[src/rtl/mean_filter_pkg.sv]
// Shared types and constants for the mean-filter front end: aligner state
// encoding, err_pulse bit positions and a counter-width helper.
package mean_filter_pkg;

  typedef enum logic [1:0] {
    WAIT_SOF = 2'd0,
    ACTIVE   = 2'd1,
    PAD      = 2'd2,
    DROP     = 2'd3
  } align_state_t;

  localparam int ERR_SHORT = 0;
  localparam int ERR_LONG  = 1;
  localparam int ERR_SOF   = 2;

  // Bits needed to hold positions 0..n-1; never narrower than one bit.
  function automatic int frame_cnt_width(input int n);
    return (n > 1) ? $clog2(n) : 1;
  endfunction

endpackage

[src/rtl/axis_reg_slice.sv]
// Single-stage AXI4-Stream register slice: one beat of storage, latency 1,
// payload held stable while m_valid is high and m_ready is low.
module axis_reg_slice #(
  parameter int WIDTH = 10
) (
  input  logic             clk,
  input  logic             rst,
  input  logic [WIDTH-1:0] s_data,
  input  logic             s_valid,
  output logic             s_ready,
  output logic [WIDTH-1:0] m_data,
  output logic             m_valid,
  input  logic             m_ready
);

  logic [WIDTH-1:0] data_q, data_d;
  logic             valid_q, valid_d;

  // Room exists when empty or when the held beat leaves on this edge.
  assign s_ready = !valid_q || m_ready;

  always_comb begin
    data_d  = data_q;
    valid_d = valid_q;
    if (s_ready) begin
      valid_d = s_valid;
      if (s_valid) data_d = s_data;
    end
  end

  always_ff @(posedge clk) begin
    if (rst) begin
      data_q  <= '0;
      valid_q <= 1'b0;
    end else begin
      data_q  <= data_d;
      valid_q <= valid_d;
    end
  end

  assign m_data  = data_q;
  assign m_valid = valid_q;

endmodule

[src/rtl/axis_frame_aligner.sv]
// Forces raw AXI4-Stream video into exact FRAME_WIDTH x FRAME_HEIGHT frames.
// Define AXIS_FRAME_ALIGNER_STATS_EN to add saturating frame/error counters.
//
// Handshake: a beat transfers on a rising edge where tvalid && tready; once
// m_axis_tvalid rises, payload is held until m_axis_tready accepts it, and
// s_axis_tready may drop on an input SOF that must wait for padding to finish.
module axis_frame_aligner
  import mean_filter_pkg::*;
#(
  parameter int DATA_WIDTH   = 8,
  parameter int FRAME_WIDTH  = 640,
  parameter int FRAME_HEIGHT = 512
) (
  input  logic                  clk,
  input  logic                  rst,
  input  logic [DATA_WIDTH-1:0] s_axis_tdata,
  input  logic                  s_axis_tvalid,
  output logic                  s_axis_tready,
  input  logic                  s_axis_tlast,
  input  logic                  s_axis_tuser,
  output logic [DATA_WIDTH-1:0] m_axis_tdata,
  output logic                  m_axis_tvalid,
  input  logic                  m_axis_tready,
  output logic                  m_axis_tlast,
  output logic                  m_axis_tuser,
  output logic                  locked,
  output logic [2:0]            err_pulse,
  output logic [1:0]            dbg_state
`ifdef AXIS_FRAME_ALIGNER_STATS_EN
  ,
  output logic [15:0]           frame_cnt,
  output logic [15:0]           err_cnt
`endif
);

  localparam int HW = frame_cnt_width(FRAME_WIDTH);
  localparam int VW = frame_cnt_width(FRAME_HEIGHT);
  localparam logic [HW-1:0] H_LAST = HW'(FRAME_WIDTH - 1);
  localparam logic [VW-1:0] V_LAST = VW'(FRAME_HEIGHT - 1);

  align_state_t          state_q, state_d;
  logic [HW-1:0]         hcnt_q, hcnt_d;
  logic [VW-1:0]         vcnt_q, vcnt_d;
  logic [DATA_WIDTH-1:0] last_pix_q, last_pix_d;
  logic [2:0]            err_q, err_d;
  logic                  pad_frame_q, pad_frame_d;

  logic                  can_acc;
  logic                  emit;
  logic                  fwd;
  logic [DATA_WIDTH-1:0] emit_data;
  logic                  at_origin, at_eol, at_eof;
  logic [DATA_WIDTH+1:0] slice_out;

  // hcnt/vcnt name the position of the next beat handed to the slice.
  assign at_origin = (hcnt_q == '0) && (vcnt_q == '0);
  assign at_eol    = (hcnt_q == H_LAST);
  assign at_eof    = at_eol && (vcnt_q == V_LAST);

  always_comb begin
    state_d       = state_q;
    hcnt_d        = hcnt_q;
    vcnt_d        = vcnt_q;
    last_pix_d    = last_pix_q;
    pad_frame_d   = pad_frame_q;
    err_d         = '0;
    s_axis_tready = 1'b0;
    emit          = 1'b0;
    fwd           = 1'b0;
    emit_data     = s_axis_tdata;

    case (state_q)
      WAIT_SOF: begin
        s_axis_tready = can_acc;
        if (s_axis_tvalid && can_acc && s_axis_tuser) begin
          emit    = 1'b1;
          fwd     = 1'b1;
          state_d = ACTIVE;
        end
      end
      ACTIVE: begin
        if (s_axis_tvalid && s_axis_tuser && !at_origin) begin
          err_d[ERR_SOF] = 1'b1;
          pad_frame_d    = 1'b1;
          state_d        = PAD;
        end else begin
          s_axis_tready = can_acc;
          if (s_axis_tvalid && can_acc) begin
            if (at_origin && !s_axis_tuser) begin
              state_d = WAIT_SOF;
            end else begin
              emit = 1'b1;
              fwd  = 1'b1;
            end
          end
        end
      end
      PAD: begin
        if (can_acc) begin
          emit      = 1'b1;
          emit_data = last_pix_q;
          if (pad_frame_q ? at_eof : at_eol) state_d = ACTIVE;
        end
      end
      DROP: begin
        // An SOF landing exactly on a frame boundary is legitimate, not early.
        if (s_axis_tvalid && s_axis_tuser) begin
          if (at_origin) begin
            state_d = ACTIVE;
          end else begin
            err_d[ERR_SOF] = 1'b1;
            pad_frame_d    = 1'b1;
            state_d        = PAD;
          end
        end else begin
          s_axis_tready = can_acc;
          if (s_axis_tvalid && can_acc && s_axis_tlast) state_d = ACTIVE;
        end
      end
    endcase

    if (fwd) begin
      last_pix_d = s_axis_tdata;
      if (s_axis_tlast && !at_eol) begin
        err_d[ERR_SHORT] = 1'b1;
        pad_frame_d      = 1'b0;
        state_d          = PAD;
      end else if (!s_axis_tlast && at_eol) begin
        err_d[ERR_LONG] = 1'b1;
        state_d         = DROP;
      end
    end

    if (emit) begin
      if (at_eol) begin
        hcnt_d = '0;
        vcnt_d = (vcnt_q == V_LAST) ? '0 : vcnt_q + VW'(1);
      end else begin
        hcnt_d = hcnt_q + HW'(1);
      end
    end
  end

  always_ff @(posedge clk) begin
    if (rst) begin
      state_q     <= WAIT_SOF;
      hcnt_q      <= '0;
      vcnt_q      <= '0;
      last_pix_q  <= '0;
      pad_frame_q <= 1'b0;
      err_q       <= '0;
    end else begin
      state_q     <= state_d;
      hcnt_q      <= hcnt_d;
      vcnt_q      <= vcnt_d;
      last_pix_q  <= last_pix_d;
      pad_frame_q <= pad_frame_d;
      err_q       <= err_d;
    end
  end

  axis_reg_slice #(
    .WIDTH(DATA_WIDTH + 2)
  ) u_slice (
    .clk    (clk),
    .rst    (rst),
    .s_data ({at_origin, at_eol, emit_data}),
    .s_valid(emit),
    .s_ready(can_acc),
    .m_data (slice_out),
    .m_valid(m_axis_tvalid),
    .m_ready(m_axis_tready)
  );

  assign m_axis_tuser = slice_out[DATA_WIDTH+1];
  assign m_axis_tlast = slice_out[DATA_WIDTH];
  assign m_axis_tdata = slice_out[DATA_WIDTH-1:0];
  assign locked       = (state_q != WAIT_SOF);
  assign err_pulse    = err_q;
  assign dbg_state    = state_q;

`ifdef AXIS_FRAME_ALIGNER_STATS_EN
  logic        eof_held_q, eof_held_d;
  logic [15:0] frame_cnt_q, frame_cnt_d;
  logic [15:0] err_cnt_q, err_cnt_d;

  // eof_held_q tags the beat sitting in the slice as the last of its frame.
  always_comb begin
    eof_held_d  = eof_held_q;
    frame_cnt_d = frame_cnt_q;
    err_cnt_d   = err_cnt_q;
    if (emit) eof_held_d = at_eof;
    if (m_axis_tvalid && m_axis_tready && eof_held_q && (frame_cnt_q != 16'hFFFF))
      frame_cnt_d = frame_cnt_q + 16'd1;
    if ((err_q != '0) && (err_cnt_q != 16'hFFFF))
      err_cnt_d = err_cnt_q + 16'd1;
  end

  always_ff @(posedge clk) begin
    if (rst) begin
      eof_held_q  <= 1'b0;
      frame_cnt_q <= '0;
      err_cnt_q   <= '0;
    end else begin
      eof_held_q  <= eof_held_d;
      frame_cnt_q <= frame_cnt_d;
      err_cnt_q   <= err_cnt_d;
    end
  end

  assign frame_cnt = frame_cnt_q;
  assign err_cnt   = err_cnt_q;
`endif

endmodule

[config.mk]
export PLATFORM = sky130hd
export DESIGN_NAME = axis_frame_aligner
export DESIGN_NICKNAME = d
export VERILOG_FILES = /design/src/rtl/mean_filter_pkg.sv /design/src/rtl/axis_reg_slice.sv /design/src/rtl/axis_frame_aligner.sv
export SDC_FILE = /design/constraint.sdc
export NUM_CORES = 1
export LEC_CHECK = 0
export CAP_MARGIN = 20
export CELL_PAD_IN_SITES_DETAIL_PLACEMENT = 1
export CELL_PAD_IN_SITES_GLOBAL_PLACEMENT = 1
export CORE_ASPECT_RATIO = 1.5
export CORE_MARGIN = 3
export CORE_UTILIZATION = 43
export DETAILED_ROUTE_END_ITERATION = 16
export PLACE_DENSITY = 0.8
export SLEW_MARGIN = 0
export SYNTH_ARGS = -nofsm -noshare
export SYNTH_HDL_FRONTEND = slang
export SYNTH_SLANG_ARGS = --single-unit
[constraint.sdc]
create_clock -name clk -period 6.4 [get_ports clk]
set_input_delay 1.28 -clock clk [delete_from_list [all_inputs] [get_ports clk]]
set_output_delay 1.28 -clock clk [all_outputs]
set_load 0.02 [all_outputs]
; ---- Yosys cells after proc, flatten, opt, wreduce, memory -nomap -nowiden
; Index checks and enable logic that the tools add are counted.
[totals]
ramBits = 0
ff_bits = 44
memories = 0
romBits = 0
latchBits = 0
elab_cells = 81
[op_classes]
n_mul = 0
reduce_logical = 24
shift = 0
n_lt_le_gt_ge = 0
eq_ne = 5
n_addsub = 2
bitwise_logic = 1
mux = 39
div = 0
[ops]
columns = cell, count
row1 = 2-bit two-way mux, 12
row2 = 1-bit two-way mux, 18
row3 = 10-bit by 1-bit adder with 10-bit output (second input constant), 1
row4 = 10-bit == test (second input constant), 1
row5 = 1-bit logical AND, 10
row6 = 10-bit zero test, 1
row7 = 10-bit two-way mux, 1
row8 = 9-bit by 1-bit adder with 9-bit output (second input constant), 1
row9 = 9-bit == test (second input constant), 1
row10 = 9-bit zero test, 1
row11 = 9-bit two-way mux, 1
row12 = 8-bit two-way mux, 1
row13 = 2-bit case mux with 4 select lines, 1
row14 = 1-bit case mux with 2 select lines, 3
row15 = 1-bit case mux with 3 select lines, 2
row16 = 1-bit zero test, 5
row17 = 2-bit == test (second input constant), 2
row18 = 2-bit AND reduction, 2
row19 = 3-bit OR reduction, 1
row20 = 2-bit by 1-bit == test with 1-bit output (second input constant), 1
row21 = 2-bit zero test, 1
row22 = 2-bit nonzero test, 1
row23 = 2-bit OR reduction, 1
row24 = 1-bit logical OR, 1
row25 = 1-bit inverter, 1

; ---- Logic depth before layout (Yosys ltp)
[depth]
ltp_word = 10
mapped_depth = 10

; ---- By module
; From an unflattened synthesis, not the netlist that was laid out.
[unflattened]
cells_unflattened = 260
area_unflattened_um2 = 2298.5
[modules_own_cells]
columns = mod, seq_area_each_um2, cells_each, instances, area_each_um2
row1 = axis_frame_aligner, 660.6, 211, 1, 1794.2
row2 = axis_reg_slice, 220.2, 49, 1, 504.2

; ---- Worst setup path before layout
; Ideal clock, no wire load.
[synth_path]
path_type = input -> output
from = in s_axis_tuser
to = out s_axis_tready
path_buffers = 0
path_stages = 3
t_arrival_ns = 1.698
slack_ns = 3.422
required_time_ns = 5.120
cell_sequence = nand2_1 a21oi_1 nor2_1
[synth_via]
elab_chain_cells = 4
word_cells_on_any_way = 5
[synth_rtl]
columns = element, line_no
row1 = "start, declared", axis_frame_aligner.sv:20  ; input logic s_axis_tuser,
row2 = 1-bit logical AND (*), "axis_frame_aligner.sv:82, axis_frame_aligner.sv:107"
row3 = 1-bit logical AND, axis_frame_aligner.sv:82  ; if (s_axis_tvalid && s_axis_tuser && !at_origin) begin
row4 = 1-bit two-way mux, axis_frame_aligner.sv:82
row5 = 1-bit case mux with 3 select lines (*), axis_frame_aligner.sv:72  ; case (state_q)
row6 = "end, declared", axis_frame_aligner.sv:18  ; output logic s_axis_tready,
; Every way passes the cells marked *; elsewhere a longest branch is shown, timed or not.

; ---- Worst setup path after layout
[layout_path]
from = reg vcnt_q[8]
to = out s_axis_tready
[layout_via]
elab_chain_cells = 6
[layout_rtl]
columns = element, line_no
row1 = "start, declared", axis_frame_aligner.sv:43  ; logic [VW-1:0] vcnt_q, vcnt_d;
row2 = "start signal, assigned", axis_frame_aligner.sv:155  ; vcnt_q <= vcnt_d;
row3 = 9-bit zero test, axis_frame_aligner.sv:56  ; assign at_origin = (hcnt_q == '0) && (vcnt_q == '0);
row4 = 1-bit logical AND, axis_frame_aligner.sv:56
row5 = 1-bit zero test, axis_frame_aligner.sv:82
row6 = 1-bit logical AND, axis_frame_aligner.sv:82
row7 = 1-bit two-way mux, axis_frame_aligner.sv:82
row8 = 1-bit case mux with 3 select lines, axis_frame_aligner.sv:72
; No other way between the ends.

==> key figures <==
Critical path
  • Crit path DAT: 2.81 ns
  • Worst R2R Path Depth: 7
  • RR Endpoint: hcnt_q[2]
  • Crit-path cells: nor4_1 > nand4_1 > or2_1 > a21oi_1 > a21oi_1 > nor2_1 > clkdlybuf4s50_1
  • Flop-to-flop setup slack: 3.40 ns
  • Slowest-stage cell, CP: clkdlybuf4s50_1
  • Worst setup EP type: primary output
  • CP dominant cell by count: a21oi_1
  • Cell family contributing the most delay on the critical path: simple AND/OR/NAND/NOR gates
  • Critical Path Source Type: flip-flop
  • Crit path kind: flip-flop to primary output
  • CP bufs+invs: 1
  • Worst R2R Start: vcnt_q[8]
  • Launch point of the critical path: vcnt_q[8]
  • CP peak stage delay: between 0.6 and 0.7 ns
  • Crit path max fanout: 7
  • CP required: between 5 and 6 ns

Yosys
  • Mux contribution to synthesized area: 0.05429
  • Synth cell types: 48
  • Syn Nets: 294
  • Largest family of logic cells by synthesized area: simple AND/OR/NAND/NOR gates
  • Post-Synth Simple-Gate Area: 0.2731
  • Syn_area_per_cell: approximately 8.2 um^2
  • Post-synth top flop: dfxtp_1
  • Synth Instances: roughly 280
  • Adder-Cell Fraction of Synth Area: 0.02770
  • Synth Area in XOR/XNOR: 0.003878
  • Compound-gate portion of the synthesized area: 0.2094
  • Number of synthesized flops with an enable pin: 0
  • Synth Cell Area: 2258 um^2
  • Fraction of registers with async set/reset: 0
  • Post-synthesis sequential area ratio: 0.3900
  • YS warnings: 0
  • Yosys reg bits: 44

Clocking
  • H-Tree Depth: 2
  • Hold Buf Count CTS: 0
  • CTS tree: done
  • Clock sink count: 44
  • Root buf cell: clkbuf_8
  • # Post-CTS Setup Buffers: 0
  • Worst-Skew Late Latency: around 0.31 ns
  • Cts repair resizes: 0
  • Num CTS Buffers: 5
  • Clock transition at the registers of the reported paths: 0.08 ns
  • CTS Buffer Depth: 2

Global routing
  • Largest net degree at the start of global routing: 43
  • First-pass GRT wire length: between 10000 and 15000 um
  • Number of global-route vias before repair: approximately 2200
  • Global-route met2 utilization: 0.3948
  • Busiest grt layer: met2
  • Antenna violations before repair: 0
  • GRT met3 Usage: 0.03333
  • Total gr overflow: 0
  • Met1 Use GR: 0.2403
  • Gr usage total: 0.2119

Final layout
  • Area Growth Syn to Fin: 21.66%
  • Ant diodes: 0
  • Final Net Count: between 300 and 400
  • Proportion of layout cells with a drive suffix above 1: 0.07591
  • Post-Layout Inst Area: 2748 um^2
  • Fillers: between 600 and 700

STA
  • TNS Setup: 0 ns
  • Final WS setup: 2.307 ns
  • Final hold vios: 0
  • Slew headroom: 0.5231
  • Period utilization: 0.6396
  • Worst slew pin tran: 0.7140 ns
  • Pins Over Slew Limit: 0
  • Clock skew: 0.008722 ns
  • Period minus WS final: 4.094 ns
  • Final setup fails: 0
  • RSZ-0062 raised after global routing: no
  • FMAX: 244.3 MHz

Placement
  • Port Buffers: 31
  • RePlAce Congestion: 0.8516
  • Post-Place Cell Area: 2629 um^2
  • Hpwl dp: roughly 4400 um
  • Dpl ws: 2.415 ns

Hold path
  • Hold Path End: last_pix_q[3]
  • Worst min-delay path class: flip-flop to flip-flop
  • Worst hold path stage count: 2
  • Hold Path Origin: last_pix_q[3]

Outcome
  • Status: completed

Die
  • Row count: 31
  • Die height: ~95 um
  • Core Region: 4965 um^2
  • I/O pin total: 32
  • Initial Util: 0.4549
  • Die area: slightly above 6000 um^2
  • Die W: 65.17 um

Route
  • Per-cell routed wire length: between 15 and 20 um
  • Drt first-iter violations: between 60 and 70
  • TritonRoute pass-1 iters: 4
  • Residual DRC: 0
  • Post-DRT Antenna Nets: 0
  • Vias: 2178
  • Post-DR vias/cell: about 5.9
  • Final wirelength: 6112 um

Power and ir drop
  • P_leak: slightly above 0.001 uW
  • Pwr dens: about 230 nW/um^2
  • Worst VDD drop: 0.0001746 V

Job
  • Maxcap violations: 0
[cell families (layout without fill, tap and decap cells)]
logic type               after synthesis  count (layout)
AND/OR/NAND/NOR                      111             111
AO/OA/AOI/OAI                         79              79
flip-flops                            44              44
buffers and inverters                 23              51
multiplexers                          12              12
adder cells (fa/ha/maj)                5               5
XOR/XNOR                               1               1
[metal layers]
layer	vias to the layer above	routed length, um
li1	1073	-
met1	1072	2563
met2	25	3337
met3	8	126
met4	0	84
met5	-	0
[cells in the mapped netlist (3+ instances only)]
| cell type | number | area [um^2] |
|---|---|---|
| a211oi_1 | 8 | 60.06 |
| a21o_1 | 5 | 37.54 |
| a21oi_1 | 31 | 155.2 |
| a31oi_1 | 4 | 25.02 |
| and3_1 | 7 | 43.79 |
| buf_2 | 6 | 30.03 |
| clkbuf_1 | 10 | 37.54 |
| dfxtp_1 | 44 | 880.8 |
| ha_1 | 5 | 62.56 |
| inv_1 | 5 | 18.77 |
| mux2i_1 | 10 | 100.1 |
| nand2_1 | 16 | 60.06 |
| nand2b_1 | 4 | 25.02 |
| nand3_1 | 24 | 120.1 |
| nor2_1 | 15 | 56.30 |
| nor2b_1 | 3 | 18.77 |
| nor3_1 | 12 | 60.06 |
| nor4_1 | 5 | 31.28 |
| o21ai_0 | 8 | 40.04 |
| o21ai_1 | 12 | 60.06 |
| or3_1 | 3 | 18.77 |
| or4_1 | 5 | 37.54 |
[sequential cells by signal, summed over array words and instances, names as in the netlist]
| register | flops |
|---|---|
| u_slice.m_data | 10 |
| dbg_state | 2 |
| u_slice.m_valid | 1 |
| last_pix_q | 8 |
| hcnt_q | 10 |
| err_pulse | 3 |
| pad_frame_q | 1 |
| vcnt_q | 9 |
[area by class of cell]
class,count,area [um^2],share of cell area
clock inverters,2,35.03,0.01275
multi-input cells,208,1295,0.4713
repair buffers,37,359.1,0.1307
flip-flops and latches,44,880.8,0.3206
well taps,66,82.58,0.03005
clock buffers,6,72.57,0.02641
inverters,6,22.52,0.008197
[worst register-to-register path: stages (launching register included)]
cell      delay (ns)
dfxtp_1         0.34
nor4_1          0.46
nand4_1         0.35
or2_1           0.41
a211oi_2        0.64
buf_4           0.33
o21ai_1         0.10
mux2_2          0.27
[cell usage in the layout (no fill, tap or decap), drive strengths merged, types with 2 or more instances in the layout]
| cell | Yosys | layout |
|---|---|---|
| a211oi | 9 | 9 |
| a21o | 5 | 5 |
| a21oi | 31 | 31 |
| a31oi | 4 | 4 |
| and2 | 2 | 2 |
| and3 | 7 | 7 |
| and3b | 2 | 2 |
| buf | 7 | 6 |
| clkbuf | 10 | 6 |
| clkdlybuf4s50 | 0 | 31 |
| clkinv | 1 | 2 |
| dfxtp | 44 | 44 |
| ha | 5 | 5 |
| inv | 5 | 5 |
| mux2 | 2 | 2 |
| mux2i | 10 | 10 |
| nand2 | 16 | 16 |
| nand2b | 4 | 4 |
| nand3 | 24 | 24 |
| nand4 | 2 | 2 |
| nand4b | 2 | 2 |
| nor2 | 16 | 16 |
| nor2b | 4 | 4 |
| nor3 | 13 | 13 |
| nor4 | 5 | 5 |
| o211ai | 2 | 2 |
| o21ai | 20 | 20 |
| o31ai | 2 | 2 |
| or2 | 2 | 2 |
| or3 | 3 | 3 |
| or4 | 5 | 5 |
| or4b | 2 | 2 |
[how the worst max path moves through the flow]
stage | slack [ns] | cells after the start | to
after CTS | 2.27 | 7 | s_axis_tready
final | 2.31 | 7 | s_axis_tready
after global placement | 2.42 | 5 | s_axis_tready
after global routing | 2.22 | 7 | s_axis_tready
after floorplan | 3.42 | 3 | s_axis_tready
after detailed placement | 2.42 | 5 | s_axis_tready
[through the flow]
step | hold WS [ns] | power [uW] | instances | utilization
after global routing | 0.4957 | 670.1 | 369 | 0.5534
after detailed placement | 0.4611 | 431.5 | 360 | 0.5295
after floorplan | 0.4431 | 378.4 | 275 | -
final | 0.4662 | 640.4 | 369 | 0.5534
after CTS | 0.4729 | 644.3 | 368 | 0.5512
after global placement | 0.4497 | 428.9 | 360 | 0.5295
[power breakdown]
group          switching, uW  total (uW)  internal, uW
registers               11.4         300           289
clock network           97.9         214           116
logic                   71.5         127          55.2
total                    181         640           460
Power figures use the tool's default switching activity.
